<file path="config.mk">
export PLATFORM = sky130hd
export DESIGN_NAME = muldiv_unit
export DESIGN_NICKNAME = d
export VERILOG_FILES = /design/src/rtl/muldiv_unit.sv
export SDC_FILE = /design/constraint.sdc
export NUM_CORES = 1
export LEC_CHECK = 0
export CORE_UTILIZATION = 60
export CTS_BUF_LIST = sky130_fd_sc_hd__clkbuf_8
export DETAILED_ROUTE_END_ITERATION = 16
export HOLD_SLACK_MARGIN = 0.02
export PLACE_DENSITY = 0.8
export SYNTH_ARGS = -nofsm -noshare
export SYNTH_HDL_FRONTEND = slang
export SYNTH_SLANG_ARGS = --single-unit
</file>
<file path="constraint.sdc">
create_clock -name clk -period 12.25 [get_ports clk]
set_clock_uncertainty 0.2 [all_clocks]
set_input_delay 2.45 -clock clk [delete_from_list [all_inputs] [get_ports clk]]
set_output_delay 2.45 -clock clk [all_outputs]
set_load 0.01 [all_outputs]
</file>
<file path="src/rtl/muldiv_unit.sv">
// Iterative RV32M multiply/divide engine for the EX stage: radix-2 shift-add
// multiply and restoring divide on operand magnitudes, one step per cycle.
module muldiv_unit #(
   parameter int XLEN = 32
) (
   input  logic            clk,
   input  logic            rst,
   input  logic            start,
   input  logic            kill,
   input  logic [2:0]      op,
   input  logic [XLEN-1:0] rs1_val,
   input  logic [XLEN-1:0] rs2_val,
   input  logic [4:0]      rd_in,
   output logic            stall,
   output logic            done,
   output logic [XLEN-1:0] result,
   output logic [4:0]      rd_out,
   output logic            is_muldiv
);

   localparam int CW = $clog2(XLEN);

   typedef enum logic [1:0] {IDLE, RUN, DONE} state_t;

   state_t              r_state;
   logic [2:0]          r_op;
   logic [4:0]          r_rd;
   logic [CW-1:0]       r_cnt;
   logic [XLEN-1:0]     r_a;
   logic [2*XLEN-1:0]   r_prod;
   logic [XLEN-1:0]     r_quo;
   logic [XLEN-1:0]     r_rem;
   logic                r_negQ;
   logic                r_negR;
   logic                r_done;
   logic [XLEN-1:0]     r_result;
   logic [4:0]          r_rdOut;

   logic                w_accept;
   logic                w_aSigned;
   logic                w_bSigned;
   logic                w_aNeg;
   logic                w_bNeg;
   logic [XLEN-1:0]     w_aMag;
   logic [XLEN-1:0]     w_bMag;
   logic                w_divZero;
   logic                w_divOvf;
   logic [XLEN:0]       w_mulSum;
   logic [2*XLEN-1:0]   w_prodNext;
   logic [XLEN:0]       w_trial;
   logic                w_fits;
   logic [XLEN-1:0]     w_quoNext;
   logic [XLEN-1:0]     w_remNext;
   logic [2*XLEN-1:0]   w_prodFinal;
   logic [XLEN-1:0]     w_quoFinal;
   logic [XLEN-1:0]     w_remFinal;
   logic [XLEN-1:0]     w_result;

   assign w_accept  = (r_state == IDLE) && start && !kill;
   assign w_aSigned = op[2] ? !op[0] : (op[1:0] != 2'b11);
   assign w_bSigned = op[2] ? !op[0] : (op[1:0] < 2'd2);
   assign w_aNeg    = w_aSigned && rs1_val[XLEN-1];
   assign w_bNeg    = w_bSigned && rs2_val[XLEN-1];
   assign w_aMag    = w_aNeg ? -rs1_val : rs1_val;
   assign w_bMag    = w_bNeg ? -rs2_val : rs2_val;
   assign w_divZero = op[2] && (rs2_val == '0);
   assign w_divOvf  = op[2] && !op[0] && (rs1_val == {1'b1, {(XLEN-1){1'b0}}}) && (rs2_val == '1);

   // Multiplier sits in the low half of r_prod and shifts out as partial sums shift in.
   assign w_mulSum   = {1'b0, r_prod[2*XLEN-1:XLEN]} + (r_prod[0] ? {1'b0, r_a} : '0);
   assign w_prodNext = {w_mulSum, r_prod[XLEN-1:1]};

   // Dividend shifts out of r_quo into the partial remainder; quotient bits shift in behind it.
   assign w_trial   = {r_rem, r_quo[XLEN-1]} - {1'b0, r_a};
   assign w_fits    = !w_trial[XLEN];
   assign w_remNext = w_fits ? w_trial[XLEN-1:0] : {r_rem[XLEN-2:0], r_quo[XLEN-1]};
   assign w_quoNext = {r_quo[XLEN-2:0], w_fits};

   assign w_prodFinal = r_negQ ? -w_prodNext : w_prodNext;
   assign w_quoFinal  = r_negQ ? -w_quoNext : w_quoNext;
   assign w_remFinal  = r_negR ? -w_remNext : w_remNext;

   always_comb begin
      w_result = w_quoFinal;
      case (r_op)
         3'd0:             w_result = w_prodFinal[XLEN-1:0];
         3'd1, 3'd2, 3'd3: w_result = w_prodFinal[2*XLEN-1:XLEN];
         3'd6, 3'd7:       w_result = w_remFinal;
         default:          w_result = w_quoFinal;
      endcase
   end

   always_ff @(posedge clk or posedge rst) begin
      if (rst) begin
         r_state  <= IDLE;
         r_op     <= '0;
         r_rd     <= '0;
         r_cnt    <= '0;
         r_a      <= '0;
         r_prod   <= '0;
         r_quo    <= '0;
         r_rem    <= '0;
         r_negQ   <= 1'b0;
         r_negR   <= 1'b0;
         r_done   <= 1'b0;
         r_result <= '0;
         r_rdOut  <= '0;
      end else begin
         r_done <= 1'b0;
         case (r_state)
            IDLE: begin
               if (w_accept) begin
                  r_op   <= op;
                  r_rd   <= rd_in;
                  r_negQ <= w_aNeg ^ w_bNeg;
                  r_negR <= w_aNeg;
                  r_a    <= op[2] ? w_bMag : w_aMag;
                  r_prod <= {{XLEN{1'b0}}, w_bMag};
                  r_quo  <= w_aMag;
                  r_rem  <= '0;
                  r_cnt  <= CW'(XLEN - 1);
                  if (w_divZero) begin
                     r_result <= op[1] ? rs1_val : '1;
                     r_rdOut  <= rd_in;
                     r_done   <= 1'b1;
                     r_state  <= DONE;
                  end else if (w_divOvf) begin
                     r_result <= op[1] ? '0 : rs1_val;
                     r_rdOut  <= rd_in;
                     r_done   <= 1'b1;
                     r_state  <= DONE;
                  end else begin
                     r_state <= RUN;
                  end
               end
            end
            RUN: begin
               if (kill) begin
                  r_state <= IDLE;
               end else begin
                  if (r_op[2]) begin
                     r_quo <= w_quoNext;
                     r_rem <= w_remNext;
                  end else begin
                     r_prod <= w_prodNext;
                  end
                  if (r_cnt == '0) begin
                     r_result <= w_result;
                     r_rdOut  <= r_rd;
                     r_done   <= 1'b1;
                     r_state  <= DONE;
                  end else begin
                     r_cnt <= r_cnt - CW'(1);
                  end
               end
            end
            // DONE always returns to IDLE; its instruction leaves EX on this edge.
            default: r_state <= IDLE;
         endcase
      end
   end

   assign stall     = w_accept || (r_state == RUN);
   assign done      = r_done;
   assign is_muldiv = r_done;
   assign result    = r_result;
   assign rd_out    = r_rdOut;

endmodule
</file>
# == After elaboration in Yosys (flattened, before gate mapping) ==
# Index checks and enable logic that the tools add are counted.
# Widths: inputs -> output; s select.
# totals
wordCells,118
ram_bits,0
latchBits,0
mem_bits_ro,0
register_bits,215
output_inout_bits,40
mem_count,0
inputBits,76
# op_classes
bitwise_logic,1
muxes,53
magnitude_cmp,1
eq_ne,17
n_mul,0
n_div,0
shift,0
addsub,8
n_reduce_logical,25
# ops
operator,count
$mux 32,20
$mux 64,4
$pmux 32 s2,3
$neg 32->32,4
$pmux 64 s2,1
$pmux 32 s3,1
$eq 32x32->1 const B,2
$neg 64->64,1
$mux 5,8
$add 32x32->33,1
$sub 33x32->33,1
$logic_not 32->1,1
$pmux 5 s2,2
$ne 2x2->1 const B,7
$reduce_and 4->1,3
$mux 2,5
$logic_and 1x1->1,8
$mux 1,7
$eq 3x2->1 const B,2
$eq 3x3->1 const B,2
$ne 3x3->1 const B,2
$logic_not 5->1,1
$reduce_and 5->1,1
$sub 5x1->5 const B,1
other kinds (14),17

# == Depth between registers and ports, before layout ==
# logic_depth
depth_word,8
mapped_depth,25
depth_no_buf,22

# == Worst setup path before layout ==
# No wires, ideal clock.
# synth_timing
path_kind,input -> output
from,input kill
to,output stall
arrival_ns,3.307
required_ns,9.600
slack_ns,6.293
cell_stages,4
cell_sequence,nand3b_1 clkbuf_1 clkbuf_1 nand2_1
# synth_between
elab_chain_len,3
# synth_lines
element,line,text
"start, declared",9,"input logic kill,"
$logic_not 1->1,59,assign w_accept = (r_state == IDLE) && start && !kill;
$logic_and 1x1->1,59,
$logic_or 1x1->1,163,assign stall = w_accept || (r_state == RUN);
"end, declared",14,"output logic stall,"
# No other way between the ends.

# == Worst setup path after layout ==
# layout_timing
from,input rs2_val[7]
to,register r_result[26] (netlist: result[26])
# layout_between
elab_chain_len,5
word_cells_on_any_way,9
classes_between,2 x eq/ne; 3 x mux; 4 x reduce/logical
# layout_lines
element,line,text
"start, declared",12,"input logic [XLEN-1:0] rs2_val,"
$logic_not 32->1,66,assign w_divZero = op[2] && (rs2_val == '0);
$logic_and 1x1->1,66,
$mux 32,122,if (w_divZero) begin
$mux 32,112,if (w_accept) begin
$pmux 32 s2,110,case (r_state)
"end signal, assigned",123,r_result <= op[1] ? rs1_val : '1;
"end signal, assigned",128,r_result <= op[1] ? '0 : rs1_val;
"end signal, assigned",148,r_result <= w_result;
"end, declared",36,logic [XLEN-1:0] r_result;
# Several ways; a longest one is shown, not always the timed one. The select of a mux whose other input is x is not followed.
# A chain may end at the register's enable or synchronous reset.

==> reports/qor.yml <==
drcViolationCount: 0
ys_ff_latch: 215
synth_area_leaders: "dfrtp_1 27%, o21ai_0 7.9%, nand2_1 6.3%"
core_um2: 31900
crit_family: "simple AND/OR/NAND/NOR gates"
synth_edf_count: 0
fin_crit_ps: 7310
maxSlewViolCount: 0
cp.arrival_ps: 7510
clockBufferDepth: 3
initial_utilization_pct: 61.5
clkSlewWorstSetupHoldPaths_ps: 60
via_count: 21200
grt_max_degree: 97
syn_area_um2: 19600
cts-htree-levels: 2
antenna_found_initial: 0
slowest_delay_ps: 710
min_path_type: "flop to flop"
rr_endpoint: "result[26]"
cp-endpoint: "result[26]"
clk_latency_ps: 590
peakVddDrop_mv: 0.210
setup_viol: 0
cts-hold-fix-buffers: 0
firstDrtPassIters: 7
hpwl_um: 57200
r2r_cells: 21
vias_per_cell: 6.92
yosysWarnings: 0
drv_cap: 0
postRouteAntennaNets: 0
status: "finished clean"
grt_pass1_vias: 19400
finalCritPeriodShare_pct: 59.7
path_cells: "clkdlybuf4s50_1, or4_1, or2_2, nor3_1, and2_1, nand3_1, o211a_1, a211o_2, buf_4, inv_1, nand2_1, a21oi_1, o21ai_0, a221oi_1, nor3_1"
row_count: 65
worstSetupPathType: "primary input to flop"
synth.most_common_cell: "nand2_1"
numCtsBuffers: 41
relSlewSlack_pct: 16.0
grt_usage_pct: 45.0
wire_per_inst_um: 24.6
gp_congestion: 1.03
max_freq_mhz: 137
start_kind: "primary input"
tns_ps: 0
synth_nets: 2727
worstMarginPinSlew_ps: 1230
rrSetupSlack_ps: 5180
synth_cells: 2577
wl_um: 75500
setup.worst_path.start: "rs2_val[7]"
cp.depth: 15
die_y_um: 183
crit_buf_inv: 3
synth_cell_types: 86
rsz0062_at_grt: "no"
clock-sinks: 215
die-area_um2: 33400
layout-drive-gt1-share_pct: 5.32
synth_common_cells: "327 x nand2_1, 310 x o21ai_0, 215 x dfrtp_1"
area_delta_synth_final_pct: 11.2
ys_seq_area_share_pct: 27.5
required_ps: 12450
crit_slowest_cell: "inv_1"
avgSynthCellArea_um2: 7.60
cts-root-buf: "clkbuf_8"
fin_util_pct: 68.3
worst_setup_path_end_kind: "flop"
r2r_start: "r_a[0]"
yosysTopAreaCell: "dfrtp_1"
postCtsSetupBuffers: 0
crit_path_max_fanout: 57
grt_pass1_wl_um: 115000
leakage_nw: 9.04
die_w_um: 183
synthArstFlopShare_pct: 100
antenna_cells: 0
synthDominantCellAreaShare_pct: 27.5
synth-main-ff-cell: "dfrtp_1"
cts_resized: 0
cts_tree: "built"
grt_overflow: 0
power_density_nw_per_um2: 249
drt_iter0_markers: 3080
finalHoldViolCount: 0
io_pins: 116
nNetsFinal: 2755
cp_common_cell: "nor3_1"
io_buffers: 115
where the power goes:
part	internal [mW]	switching (mW)
Combinational	1.14	2.17
Sequential	0.972	0.393
Clock	0.421	0.336
metal layers:
layer	global-route usage, %	vias up	part of all wire [%]
met5	0	-	0
met2	64.7	1486	41
li1	-	9456	-
met1	61.4	10000	40
met4	31.3	0	7.9
met3	8.18	258	11
state kept, by name, indices dropped and copies added (netlist names):
register and cells:
r_negQ 1, r_op 3, done 1, result 32, r_quo 32, r_cnt 5, r_a 32, r_rem 32
rd_out 5, r_negR 1, r_rd 5, r_state 2, r_prod 64
layout make-up:
| class | count | area [µm²] |
|---|---|---|
| clock buffers | 52 | 716 |
| clock inverters | 16 | 123 |
| fillers | 2763 | 10100 |
| inverters | 68 | 263 |
| multi-input cells | 2136 | 13400 |
| flip-flops and latches | 215 | 5380 |
| well taps | 435 | 544 |
| repair buffers | 143 | 1360 |
worst register-to-register path, cell delays in order (launching register included):
cell,delay (ps)
dfrtp_1,480
ha_1,300
fa_1,430
nand2b_1,240
a211o_1,320
a21oi_1,260
a41o_1,330
and4_1,300
o21a_1,130
buf_4,300
nor2_2,100
inv_1,790
nor2_1,90
a21oi_1,250
ha_1,290
nand2_1,140
or4_1,540
a22o_1,280
o41ai_1,560
xnor2_1,190
a221oi_1,290
nor3_1,80
cells in the final DEF (no fill, tap or decap), drive strengths merged, types with 55 or more instances in the layout:
cell           instances
a21oi                204
clkdlybuf4s50        114
dfrtp                215
ha                    72
inv                   77
mux2i                 59
nand2                327
nand3                 55
nor2                 211
nor3                  64
o21ai                319
xnor2                117
xor2                  97
how the worst min path moves through the flow:
stage | slack (ps) | end | cells after the start | startpoint
CTS | 290 | r_prod[46] | 2 | r_prod[46]
detailed placement | 280 | r_prod[56] | 2 | r_prod[56]
global route | 320 | r_prod[50] | 2 | r_prod[50]
floorplan | 260 | r_prod[38] | 2 | r_prod[38]
finish | 290 | r_prod[46] | 2 | r_prod[46]
global placement | 270 | r_prod[50] | 2 | r_prod[50]
per-stage QoR:
step                hold slack, ps  cells  worst slack [ps]  area, µm²  power, mW
floorplan                      256   2577              3720      19600       3.35
global route                   320   3065              4480      21800       5.66
global placement               270   2997              4710      20900       4.41
finish                         293   3065              4940      21800       5.43
CTS                            292   3065              5060      21800       5.25
detailed placement             278   2997              4550      20900       4.48
logic make-up (layout without fill, tap and decap cells):
logic type / Yosys count / after routing / share of synthesized area, %
compound gates: 861 / 861 / 27.4
xor+xnor: 214 / 214 / 9.60
fa+ha+maj: 87 / 87 / 5.47
buf+inv: 226 / 279 / 4.44
flops: 215 / 215 / 27.5
mux: 75 / 75 / 3.93
simple gates: 899 / 899 / 21.7
No activity file was read; power rests on OpenSTA's default activity.
